[src/rtl/wam_game_core.sv]
`default_nettype none
// ============================================================================
// Module   : wam_game_core
// Purpose  : Whack-a-mole game engine. Tracks the lit mole, scores hits,
//            counts misses and lives, runs the timed-mode countdown and
//            sequences IDLE -> PLAY -> OVER for the four game modes.
// Ports    : clk, reset (sync, active-high)
//            start/mode/extended/level_in  - game start and configuration
//            spawn_valid/spawn_pos/expire   - light controller events
//            key_valid/key_pos              - keypad events
//            state/score/spawned/lives_left/time_left/level_out - display
//            active/active_pos              - currently lit mole
//            hit_pulse/miss_pulse/clear_light - one-cycle event pulses
//            game_over                      - high while in OVER
// Revision : 1.0 - initial release
// ============================================================================
module wam_game_core #(
    parameter int NUM_LIGHTS    = 9,
    parameter int POS_W         = 4,
    parameter int SCORE_MAX     = 99,
    parameter int NORMAL_MAX    = 25,
    parameter int EXT_MAX       = 50,
    parameter int LIVES         = 3,
    parameter int GAME_SECONDS  = 60,
    parameter int TICKS_PER_SEC = 50_000_000,
    parameter int LEVEL_UP      = 10
) (
    input  logic             clk,
    input  logic             reset,
    input  logic             start,
    input  logic [1:0]       mode,
    input  logic             extended,
    input  logic [1:0]       level_in,
    input  logic             spawn_valid,
    input  logic [POS_W-1:0] spawn_pos,
    input  logic             expire,
    input  logic             key_valid,
    input  logic [POS_W-1:0] key_pos,
    output logic [1:0]       state,
    output logic [6:0]       score,
    output logic [6:0]       spawned,
    output logic [1:0]       lives_left,
    output logic [5:0]       time_left,
    output logic [1:0]       level_out,
    output logic             active,
    output logic [POS_W-1:0] active_pos,
    output logic             hit_pulse,
    output logic             miss_pulse,
    output logic             clear_light,
    output logic             game_over
);

    localparam int c_presc_w = (TICKS_PER_SEC > 1) ? $clog2(TICKS_PER_SEC) : 1;
    localparam int c_lvl_w   = (LEVEL_UP > 1) ? $clog2(LEVEL_UP) : 1;

    localparam logic [c_presc_w-1:0] c_presc_last = c_presc_w'(TICKS_PER_SEC - 1);
    localparam logic [c_lvl_w-1:0]   c_lvl_last   = c_lvl_w'(LEVEL_UP - 1);
    localparam logic [POS_W:0]       c_num_lights = (POS_W + 1)'(NUM_LIGHTS);
    localparam logic [6:0]           c_score_max  = 7'(SCORE_MAX);
    localparam logic [6:0]           c_normal_max = 7'(NORMAL_MAX);
    localparam logic [6:0]           c_ext_max    = 7'(EXT_MAX);
    localparam logic [1:0]           c_lives      = 2'(LIVES);
    localparam logic [5:0]           c_game_sec   = 6'(GAME_SECONDS);

    localparam logic [1:0] c_mode_timed = 2'd1;
    localparam logic [1:0] c_mode_death = 2'd2;
    localparam logic [1:0] c_mode_cont  = 2'd3;

    typedef enum logic [1:0] {
        S_IDLE = 2'd0,
        S_PLAY = 2'd1,
        S_OVER = 2'd2
    } state_t;

    state_t                 r_state, w_state_nxt;
    logic [1:0]             r_mode, w_mode_nxt;
    logic                   r_ext, w_ext_nxt;
    logic [6:0]             r_score, w_score_nxt;
    logic [6:0]             r_spawned, w_spawned_nxt;
    logic [1:0]             r_lives, w_lives_nxt;
    logic [5:0]             r_time, w_time_nxt;
    logic [1:0]             r_level, w_level_nxt;
    logic                   r_active, w_active_nxt;
    logic [POS_W-1:0]       r_pos, w_pos_nxt;
    logic                   r_hit, w_hit_nxt;
    logic                   r_miss, w_miss_nxt;
    logic [c_presc_w-1:0]   r_presc, w_presc_nxt;
    // Hits since the last level step; avoids a modulo on the score.
    logic [c_lvl_w-1:0]     r_lvl_cnt, w_lvl_cnt_nxt;

    logic       w_hit, w_spawn_ok, w_miss, w_end;
    logic [6:0] w_max;

    assign w_max = r_ext ? c_ext_max : c_normal_max;

    always_comb begin
        w_state_nxt   = r_state;
        w_mode_nxt    = r_mode;
        w_ext_nxt     = r_ext;
        w_score_nxt   = r_score;
        w_spawned_nxt = r_spawned;
        w_lives_nxt   = r_lives;
        w_time_nxt    = r_time;
        w_level_nxt   = r_level;
        w_active_nxt  = r_active;
        w_pos_nxt     = r_pos;
        w_hit_nxt     = 1'b0;
        w_miss_nxt    = 1'b0;
        w_presc_nxt   = r_presc;
        w_lvl_cnt_nxt = r_lvl_cnt;
        w_hit         = 1'b0;
        w_spawn_ok    = 1'b0;
        w_miss        = 1'b0;
        w_end         = 1'b0;

        if (start) begin
            w_state_nxt   = S_PLAY;
            w_mode_nxt    = mode;
            w_ext_nxt     = extended;
            w_score_nxt   = '0;
            w_spawned_nxt = '0;
            w_lives_nxt   = c_lives;
            w_time_nxt    = c_game_sec;
            w_level_nxt   = (mode == c_mode_cont) ? 2'd0 : level_in;
            w_active_nxt  = 1'b0;
            w_presc_nxt   = '0;
            w_lvl_cnt_nxt = '0;
        end else if (r_state == S_PLAY) begin
            w_hit      = key_valid & r_active & (key_pos == r_pos);
            w_spawn_ok = spawn_valid & ({1'b0, spawn_pos} < c_num_lights) & (r_spawned < w_max);
            // All miss sources collapse into a single miss (and a single life).
            w_miss     = (expire & r_active & ~w_hit)
                       | ((r_mode == c_mode_death) & key_valid & ~w_hit)
                       | (w_spawn_ok & r_active & ~w_hit);
            w_hit_nxt  = w_hit;
            w_miss_nxt = w_miss;

            if (w_hit && (r_score < c_score_max)) begin
                w_score_nxt = r_score + 7'd1;
                if (r_mode == c_mode_cont) begin
                    if (r_lvl_cnt == c_lvl_last) begin
                        w_lvl_cnt_nxt = '0;
                        if (r_level != 2'd3) begin
                            w_level_nxt = r_level + 2'd1;
                        end
                    end else begin
                        w_lvl_cnt_nxt = r_lvl_cnt + c_lvl_w'(1);
                    end
                end
            end

            // A fresh spawn always becomes the active mole, even on a hit.
            if (w_spawn_ok) begin
                w_active_nxt  = 1'b1;
                w_pos_nxt     = spawn_pos;
                w_spawned_nxt = r_spawned + 7'd1;
            end else if (w_hit || w_miss) begin
                w_active_nxt = 1'b0;
            end

            if (w_miss && (r_mode == c_mode_death) && (r_lives != 2'd0)) begin
                w_lives_nxt = r_lives - 2'd1;
            end

            if (r_mode == c_mode_timed) begin
                if (r_presc == c_presc_last) begin
                    w_presc_nxt = '0;
                    if (r_time != 6'd0) begin
                        w_time_nxt = r_time - 6'd1;
                    end
                end else begin
                    w_presc_nxt = r_presc + c_presc_w'(1);
                end
            end

            // End test uses this cycle's updated values so OVER appears
            // together with the event that ends the game.
            case (r_mode)
                c_mode_timed: w_end = (w_time_nxt == 6'd0);
                c_mode_death: w_end = (w_lives_nxt == 2'd0) ||
                                      ((w_spawned_nxt == w_max) && !w_active_nxt);
                default:      w_end = (w_spawned_nxt == w_max) && !w_active_nxt;
            endcase

            if (w_end) begin
                w_state_nxt  = S_OVER;
                w_active_nxt = 1'b0;
            end
        end
    end

    always_ff @(posedge clk) begin
        if (reset) begin
            r_state <= S_IDLE;
        end else begin
            r_state <= w_state_nxt;
        end
    end

    always_ff @(posedge clk) begin
        if (reset) begin
            r_mode    <= 2'd0;
            r_ext     <= 1'b0;
            r_score   <= '0;
            r_spawned <= '0;
            r_lives   <= c_lives;
            r_time    <= c_game_sec;
            r_level   <= 2'd0;
            r_active  <= 1'b0;
            r_pos     <= '0;
            r_hit     <= 1'b0;
            r_miss    <= 1'b0;
            r_presc   <= '0;
            r_lvl_cnt <= '0;
        end else begin
            r_mode    <= w_mode_nxt;
            r_ext     <= w_ext_nxt;
            r_score   <= w_score_nxt;
            r_spawned <= w_spawned_nxt;
            r_lives   <= w_lives_nxt;
            r_time    <= w_time_nxt;
            r_level   <= w_level_nxt;
            r_active  <= w_active_nxt;
            r_pos     <= w_pos_nxt;
            r_hit     <= w_hit_nxt;
            r_miss    <= w_miss_nxt;
            r_presc   <= w_presc_nxt;
            r_lvl_cnt <= w_lvl_cnt_nxt;
        end
    end

    assign state       = r_state;
    assign score       = r_score;
    assign spawned     = r_spawned;
    assign lives_left  = r_lives;
    assign time_left   = r_time;
    assign level_out   = r_level;
    assign active      = r_active;
    assign active_pos  = r_pos;
    assign hit_pulse   = r_hit;
    assign miss_pulse  = r_miss;
    assign clear_light = r_hit;
    assign game_over   = (r_state == S_OVER);

endmodule
`default_nettype wire
[config.mk]
export PLATFORM = sky130hd
export DESIGN_NAME = wam_game_core
export DESIGN_NICKNAME = d
export VERILOG_FILES = /design/src/rtl/wam_game_core.sv
export SDC_FILE = /design/constraint.sdc
export NUM_CORES = 1
export LEC_CHECK = 0
export BUFFER_PORTS_ARGS = -buffer_cell sky130_fd_sc_hd__clkbuf_2
export CORE_ASPECT_RATIO = 1.25
export CORE_MARGIN = 2
export CORE_UTILIZATION = 42
export DETAILED_ROUTE_END_ITERATION = 8
export GPL_TIMING_DRIVEN = 0
export PLACE_DENSITY = 0.64
export SETUP_SLACK_MARGIN = 0.02
export SLEW_MARGIN = 5
export SYNTH_ARGS = -nofsm -noshare
export SYNTH_HDL_FRONTEND = slang
export SYNTH_SLANG_ARGS = --single-unit
[constraint.sdc]
create_clock -name clk -period 6.15 [get_ports clk]
set_input_delay 1.23 -clock clk [delete_from_list [all_inputs] [get_ports clk]]
set_output_delay 1.23 -clock clk [all_outputs]
set_load 0.05 [all_outputs]
; Yosys cells after proc, flatten, opt, wreduce, memory -nomap -nowiden
; Cells that the tools add are included.
[word_totals]
reg_bits = 66
out_inout_bits = 35
word_cells = 109
in_bits = 19
[op_classes]
bitwise = 15
reduce_logical = 26
n_eq_ne = 11
mux = 32
magnitude_cmp = 3
n_addsub = 7
[ops]
columns = operator, count
row1 = 6-bit 2-to-1 mux, 6
row2 = "26-bit by 1-bit adder with 26-bit output, second input constant", 1
row3 = "26-bit equality test, second input constant", 1
row4 = 26-bit 2-to-1 mux, 1
row5 = 7-bit 2-to-1 mux, 3
row6 = 2-bit 2-to-1 mux, 10
row7 = "7-bit by 1-bit adder with 7-bit output, second input constant", 2
row8 = 2-bit nonzero test, 7
row9 = 1-bit bitwise AND, 10
row10 = 1-bit 2-to-1 mux, 10
row11 = "2-bit equality test, second input constant", 4
row12 = 2-bit AND reduction, 4
row13 = 7-bit by 6-bit equality test with 1-bit output, 1
row14 = 7-bit by 6-bit < comparator with 1-bit output, 1
row15 = "7-bit < comparator, second input constant", 1
row16 = 6-bit logical NOT, 1
row17 = 3-bit AND reduction, 2
row18 = 6-bit nonzero test, 1
row19 = "6-bit by 1-bit subtractor with 6-bit output, second input constant", 1
row20 = 5-bit AND reduction, 1
row21 = "4-bit by 1-bit adder with 4-bit output, second input constant", 1
row22 = "2-bit by 1-bit equality test with 1-bit output, second input constant", 2
row23 = 4-bit equality test, 1
row24 = "4-bit equality test, second input constant", 1
row25 = 14 further kinds, 21

; Longest topological paths before layout
; Gate-level depths: netlist of the first run.
[logic_depth]
word_depth = 20
mapped_depth = 10
mapped_depth_nobuf = 9

; Worst setup path after synthesis of the first run
; Ideal clock, no wire load.
[synth_timing]
path_kind = input -> register
start = input port spawn_pos[0]
end = register r_state[0] (netlist: state[0])
arrival_time_ns = 2.888
required_time_ns = 6.034
path_stages = 7
slack_ns = 3.145
path_buffers = 0
setup_ns = 0.116
cell_sequence = o31ai_1 > nand3_1 > nor3b_1 > mux2_2 > o32ai_1 > a21boi_2 > a41o_1
[synth_via]
elab_chain_len = 19
elab_cells_between_ends = 29
classes_between = order compare (1) / eq/ne (1) / mux (13) / bitwise (5) / reduce/logical (9)
[synth_rtl]
columns = element, line
row1 = "start, declared", 35  ; input logic [POS_W-1:0] spawn_pos,
row2 = 4-bit < comparator (*), 130  ; w_spawn_ok = spawn_valid & ({1'b0, spawn_pos} < c_num_lights) & (r_spawned < w_max);
row3 = 1-bit bitwise AND (*) (2 in a row), 130
row4 = 1-bit bitwise AND (2 in a row), 134  ; | (w_spawn_ok & r_active & ~w_hit);
row5 = 1-bit bitwise OR, 134
row6 = 1-bit logical OR, 157  ; end else if (w_hit || w_miss) begin
row7 = 1-bit 2-to-1 mux, 157
row8 = 1-bit 2-to-1 mux, 153  ; if (w_spawn_ok) begin
row9 = 1-bit 2-to-1 mux, 128  ; end else if (r_state == S_PLAY) begin
row10 = 1-bit 2-to-1 mux, 116  ; if (start) begin
row11 = 1-bit logical NOT, "181, 182"
row12 = 1-bit logical AND, "181, 182"
row13 = 1-bit logical OR, 180  ; c_mode_death: w_end = (w_lives_nxt == 2'd0) ||
row14 = 1-bit one-hot mux with 2 select lines (*), 178  ; case (r_mode)
row15 = 1-bit 2-to-1 mux (*), 128
row16 = 1-bit 2-to-1 mux (*), 116
row17 = 2-bit nonzero test (no line) (*), --
row18 = 2-bit AND reduction (no line) (*), --
row19 = "end signal, assigned", 196  ; r_state <= w_state_nxt;
row20 = "end, declared", 75  ; state_t r_state, w_state_nxt;
; Mark *: on every way between the ends. The rest lies on a longest branch, timed or not. The select of a mux whose other input is x is not followed.
; A chain may end at the register's enable or synchronous reset.

; Worst setup path after layout of the first run
; Ends and elaborated chain as after synthesis.

==> results.md, run 1 <==
* R2R depth at 9
* Number of synthesized flops with an enable pin at 0
* DIE AREA at 9040 um^2
* Syn Std Cell Area at around 3500 um^2
* Outcome: complete, no violations
* Final Slew Violations at 0
* Post-CTS Hold Fix Bufs at 0
* H-tree depth at 3
* Layout Nets at 500
* CP Data Required Time at 6.39 ns
* Yosys warnings at 0
* CTS tree: done
* Port-buffer cells at 52
* Max-Cap Viols at 0
* Register Area at approximately 1300 um^2
* Leakage at between 1.5 and 2 nW
* Final HPWL DP at between 5 and 6 mm
* Final min period at roughly 3.1 ns
* Actual slew at the worst max-slew pin at roughly 0.68 ns
* Drt via density at between 5 and 6
* Largest net degree at the start of global routing at 14
* Top cells by area, synth: dfxtp_1, nor2_1, xor2_1, ha_1, xnor2_1
* Final Hold Fails at 0
* Layout cell share with drive strength beyond 1 at 19.0%
* Post-synth ARST share at 0%
* Resized Gates After CTS at 0
* Synth Flop Type: dfxtp_1
* Overall power at just over 900 uW
* Yosys top cell by area: dfxtp_1
* Placer Congestion at 0.835
* HP Start: score[6]
* Total GRT Usage at around 17%
* Critical Path End Type: flip-flop
* Iter 0 DRT Violations at 103
* Total number of vias at approximately 3,000
* Synth Register Bits at between 60 and 70
* Worst hold stages at 2
* Antenna violations before repair at 0
* First-pass DRT Iterations at 4
* Root Buffer: clkbuf_8
* CP Launch Type: primary input
* Period utilisation layout at 50.6%
* Post-synthesis cell count at around 400
* FP Rows at 37
* Maximum VDD drop at between 0.00015 and 0.0002 V
* Setup Buffers After CTS at 0
* Syn Nets at ~440
* Fill count at between 700 and 800
* Clock sinks at 66
* R2r setup slk at ~3.4 ns
* First-pass GRT wire length at about 13 mm
* Die W at about 85 um
* Max clock buf depth at 2
* Worst r2r dst: state[0]
* Max_slew headroom at a little over half
* Worst skew pair latency at ~0.35 ns
* Highest clock rate at between 0.3 and 0.4 GHz
* Pwr/cell area at ~220 nW/um^2
* Layout area overhead at 17.4%
* # setup viols final at 0
* Post-route setup TNS at 0 ns
* Initial core utilization at 42.8%
* Unique masters post-synth at 56
* Fin util at about half
* Type of the tightest min-delay check: reg2reg
* Setup CP Type: in2reg
* N_diodes at 0
* CP max FO at 9
* Arr. time, crit path at about 3.4 ns
* Worst setup path start: spawn_pos[0]
* Routed WL at 7.64 mm
* DRC Markers at 0
* R2r startpoint: r_ext
* Worst Skew at ~0.011 ns
* Top-area cell type share of the netlist area at about 38%
* Avg Inst Size Synth at between 8 and 9 um^2
* Gr ovfl total at 0
* Die H at between 100 and 150 um
* Routed length per instance at about 13 um
* Ports at 54
* Multi-input logic area at about 2000 um^2
* CORE AREA at 8150 um^2
* Total CTS buffers at 9
* Sequential fraction of the synthesis area at a little under two fifths
* Remaining antenna violation count at 0
* Unrepaired setup endpoints after global routing: no
* Number of global-route vias before repair at about 2,800
* Clock Pin Slew Worst Setup and Hold Paths at 0.08 ns
* Hold Path Sink: score[6]
-- cell type report --
| class | count | share of cell area, % |
|---|---|---|
| Buffer | 13 | 1.44 |
| Clock buffer | 9 | 3.03 |
| Clock inverter | 7 | 2.45 |
| Inverter | 18 | 1.65 |
| Multi-Input combinational cell | 308 | 49.8 |
| Sequential cell | 66 | 32.3 |
| Tap cell | 97 | 2.97 |
| Timing Repair Buffer | 52 | 6.36 |
-- cell usage in the layout (no fill, tap or decap), types with 3 or more instances in the layout --
cell type,count
nor2_1,67
nor3_1,14
clkbuf_2,52
dfxtp_1,66
inv_1,18
or4b_4,3
clkbuf_8,9
a31oi_1,4
nand2_1,35
nand3_1,13
nand4_1,12
and4_1,3
xnor2_1,18
a21oi_1,9
and3_1,5
nand4b_1,3
nor4_1,4
o21ai_0,11
buf_2,5
nand2b_1,3
nor3b_1,5
or3_1,5
nor2b_1,5
ha_1,13
xor2_1,22
mux2i_1,14
clkbuf_1,7
-- power by group --
part / internal (mW) / leakage, nW / total, mW / switching, mW
clock network: 0.232 / 0.114 / 0.411 / 0.179
logic: 0.0200 / 0.935 / 0.0614 / 0.0414
registers: 0.431 / 0.533 / 0.436 / 0.00480
-- sequential cells by signal, indices dropped and copies added, names as in the netlist --
name,count
r_presc,26
score,7
spawned,7
time_left,6
active_pos,4
r_lvl_cnt,4
level_out,2
lives_left,2
r_mode,2
state,2
active,1
clear_light,1
miss_pulse,1
r_ext,1
-- cell usage after synthesis (all sizes together) (3+ instances only) --
cell	n
nor2	68
dfxtp	66
nand2	35
xor2	22
inv	18
xnor2	18
o21ai	15
mux2i	14
nand3	14
nor3	14
ha	13
nand4	12
a21oi	9
clkbuf	7
nor4	7
buf	6
and3	5
nor2b	5
nor3b	5
or3	5
a31oi	4
and4	3
nand2b	3
nand4b	3
or4b	3
-- logic make-up after synthesis --
family,Yosys count,share of synthesized area [%]
xor gates and xnor gates,40,10.1
adders and majority gates,13,4.67
DFF,66,37.9
muxes,16,4.67
AOI/OAI and AO/OA,45,9.27
and+or+nand+nor,194,29.8
buffers and inverters,31,3.63
-- metrics by stage --
stage                     cell area (um^2)  std cells  hold slack (ns)  worst slack [ns]
after floorplan                       3480        405            0.459              3.15
after global placement                3860        554            0.472              2.70
after detailed placement              3860        554            0.492              2.70
after CTS                             4090        570            0.514              3.05
after global routing                  4090        570            0.531              2.94
final                                 4090        570            0.514              3.04
-- layer usage --
metal	vias to the layer above	global-route usage [%]	part of all wire, %
met2	75	29.1	48
met5	-	0	0
li1	1542	-	-
met4	0	6.24	1.5
met1	1398	20.8	46
met3	9	4.93	4.5
-- how the worst max path moves through the flow --
stage                          end  cells past startpoint
after CTS                 state[0]                      8
after global routing      state[0]                      8
after detailed placement  state[0]                      8
after floorplan           state[0]                      7
final                     state[0]                      8
after global placement    state[0]                      8
-- critical path, cell delays in order --
cell and delay [ns]:
clkbuf_2 0.09, o31ai_1 0.28, nand3_1 0.30, nor3b_1 0.53
mux2_2 0.39, o32ai_1 0.17, a21boi_2 0.11, a41o_1 0.24
Power figures use the tool's default switching activity.
==> inputs of run 2 (changes only) <==
- PLACE_DENSITY: 0.64 -> 0.66
- clock period: 6.15 -> 2.8 ns (I/O delays scaled with it)
==> results.md, run 2 (synthesis gave the netlist of run 1 again) <==
* Inst Count DP at 554 (unchanged)
* R2R depth at 9 (unchanged)
* Final worst slack at 0.246 ns (-2.79 ns)
* Largest net degree at the start of global routing at 12 (-2)
* Overall power at 1.91 mW (+110%)
* Pwr/cell area at 468 nW/um^2 (+110%)
* Outcome: complete, no violations
* Setup crit end: state[0]
* Post-route setup TNS at 0 ns (unchanged)
* Setup CP Type: reg2reg
* FP Rows at 37 (unchanged)
* Clock Pin Slew Worst Setup and Hold Paths at 0.07 ns (about the same)
* Fill count at 790 (+2.2%)
* CP Data Required Time at 3.04 ns (-3.35 ns)
* Max_slew headroom at 55.9% (+1.2 points)
* Multi-input logic area at 2060 um^2 (+0.98%)
* CP max FO at 8 (-1)
* Antenna violations before repair at 0 (unchanged)
* Remaining antenna violation count at 0 (unchanged)
* Placer Congestion at 0.859 (+2.8%)
* DRC Markers at 0 (unchanged)
* Final HPWL DP at 5.82 mm (+1.4%)
* Arr. time, crit path at 2.80 ns (-0.55 ns)
* Port-buffer cells at 52 (unchanged)
* DIE AREA at 9040 um^2 (unchanged)
* Final Hold Fails at 0 (unchanged)
* Worst setup path start: r_ext
* Layout area overhead at 17.4% (unchanged)
* Total number of vias at 3,031 (+0.23%)
* Most common cell after layout, fill and taps aside: nor2_1
* Layout Cells excl Fill at 569 (-0.18%)
* Clock sinks at 66 (unchanged)
* Layout cell share with drive strength beyond 1 at 19.9% (+0.89 points)
* Fin util at 50.2% (unchanged)
* Ports at 54 (unchanged)
* Total GRT Usage at 18.2% (+0.95 points)
* Drt via density at 5.33 (+0.41%)
* Leakage at 1.57 nW (-0.48%)
* Final Slew Violations at 0 (unchanged)
* Highest clock rate at about 0.39 GHz
* CP Launch Type: flip-flop
* Worst r2r dst: state[0]
* First-pass DRT Iterations at 4 (unchanged)
* Maximum VDD drop at 0.000271 V (+56%)
* Worst hold slack at 0.424 ns (-0.0901 ns)
* R2r startpoint: r_ext
* Worst skew pair latency at 0.35 ns (about the same)
* Period utilisation layout at between 90% and 100%
* First-pass GRT wire length at 13.4 mm (+5.5%)
* H-tree depth at 3 (unchanged)
* Max FFs per register at 26 (unchanged)
* Unrepaired setup endpoints after global routing: no
* Max clock buf depth at 2 (unchanged)
* Layout Nets at 500 (unchanged)
* Die H at 106 um (unchanged)
* Design area at 4090 um^2 (unchanged)
* Initial core utilization at 42.8% (unchanged)
* Number of global-route vias before repair at 2,936 (+3.2%)
* Routed length per instance at 13.8 um (+3.1%)
* CTS tree: done
* Critical Path End Type: flip-flop
* Routed WL at 7.86 mm (+2.9%)
* Iter 0 DRT Violations at 112 (+8.7%)
* # setup viols final at 0 (unchanged)
* Post-CTS Hold Fix Bufs at 0 (unchanged)
* Area post-placement at 3860 um^2 (unchanged)
* Die W at 85.5 um (unchanged)
* Max-Cap Viols at 0 (unchanged)
* Most frequent cells in the layout: nor2_1, dfxtp_1, clkbuf_2, nand2_1, xor2_1
* CORE AREA at 8150 um^2 (unchanged)
* Root Buffer: clkbuf_8
* Type of the tightest min-delay check: in2reg
* Largest reg by FF count: r_presc
* N_diodes at 0 (unchanged)
* Place WS at -0.0136 ns (-2.71 ns)
* R2r setup slk at 0.25 ns (-3.10 ns)
* Gr ovfl total at 0 (unchanged)
* Total CTS buffers at 9 (unchanged)
* Worst Skew at 0.00987 ns (-0.00147 ns)
* Final min period at 2.55 ns
* Actual slew at the worst max-slew pin at 0.660 ns (-0.0158 ns)
* Register Area at 1320 um^2 (about the same)
run 2: worst min path at each step:
stage | depth (start not counted) | endpoint | slack (ns) | from
final | 3 | level_out[0] | 0.42 | level_in[0]
after CTS | 3 | level_out[0] | 0.42 | level_in[0]
after detailed placement | 2 | r_lvl_cnt[3] | 0.49 | r_lvl_cnt[3]
after floorplan | 2 | r_lvl_cnt[3] | 0.46 | r_lvl_cnt[3]
after global routing | 3 | level_out[0] | 0.44 | level_in[0]
after global placement | 2 | r_lvl_cnt[3] | 0.47 | r_lvl_cnt[3]
run 2: routing by layer:
metal | global-route usage (%) | part of all wire (%) | vias to the layer above
li1 | - | - | 1535
met3 | 3.45 | 4.6 | 12
met5 | 0 | 0 | -
met2 | 31.3 | 49 | 70
met4 | 8.16 | 1.8 | 0
met1 | 21.8 | 45 | 1414
run 2: area by class of cell:
cell class | instances | area share, %
Buffer | 13 | 1.44
Clock buffer | 11 | 3.70
Clock inverter | 4 | 1.25
Inverter | 18 | 1.65
Multi-Input combinational cell | 308 | 50.3
Sequential cell | 66 | 32.3
Tap cell | 97 | 2.97
Timing Repair Buffer | 52 | 6.36
run 2: power by group:
group / total [mW] / leakage, nW / switching (mW) / internal [mW]
combinational: 0.136 / 0.940 / 0.0913 / 0.0448
clock: 0.819 / 0.101 / 0.365 / 0.455
sequential: 0.958 / 0.534 / 0.0111 / 0.947
run 2: what timing repair did:
| action | in CTS | in global routing |
|---|---|---|
| setup buffers | 0 | 0 |
| endpoints found under the hold margin | 0 | 0 |
| resized for setup | 1 | 4 |
| gates cloned | 0 | 0 |
| pin swaps | 0 | 0 |
| setup endpoints to repair | 1 | 7 |
run 2: worst max-delay path, stage by stage, from the launching register on:
cell and delay (ns):
dfxtp_2 0.42, inv_1 0.08, ha_1 0.30, and4b_1 0.23, a21boi_2 0.35, or2_2 0.23
a31oi_1 0.10, o32ai_1 0.39, a21boi_2 0.11, a41o_1 0.24
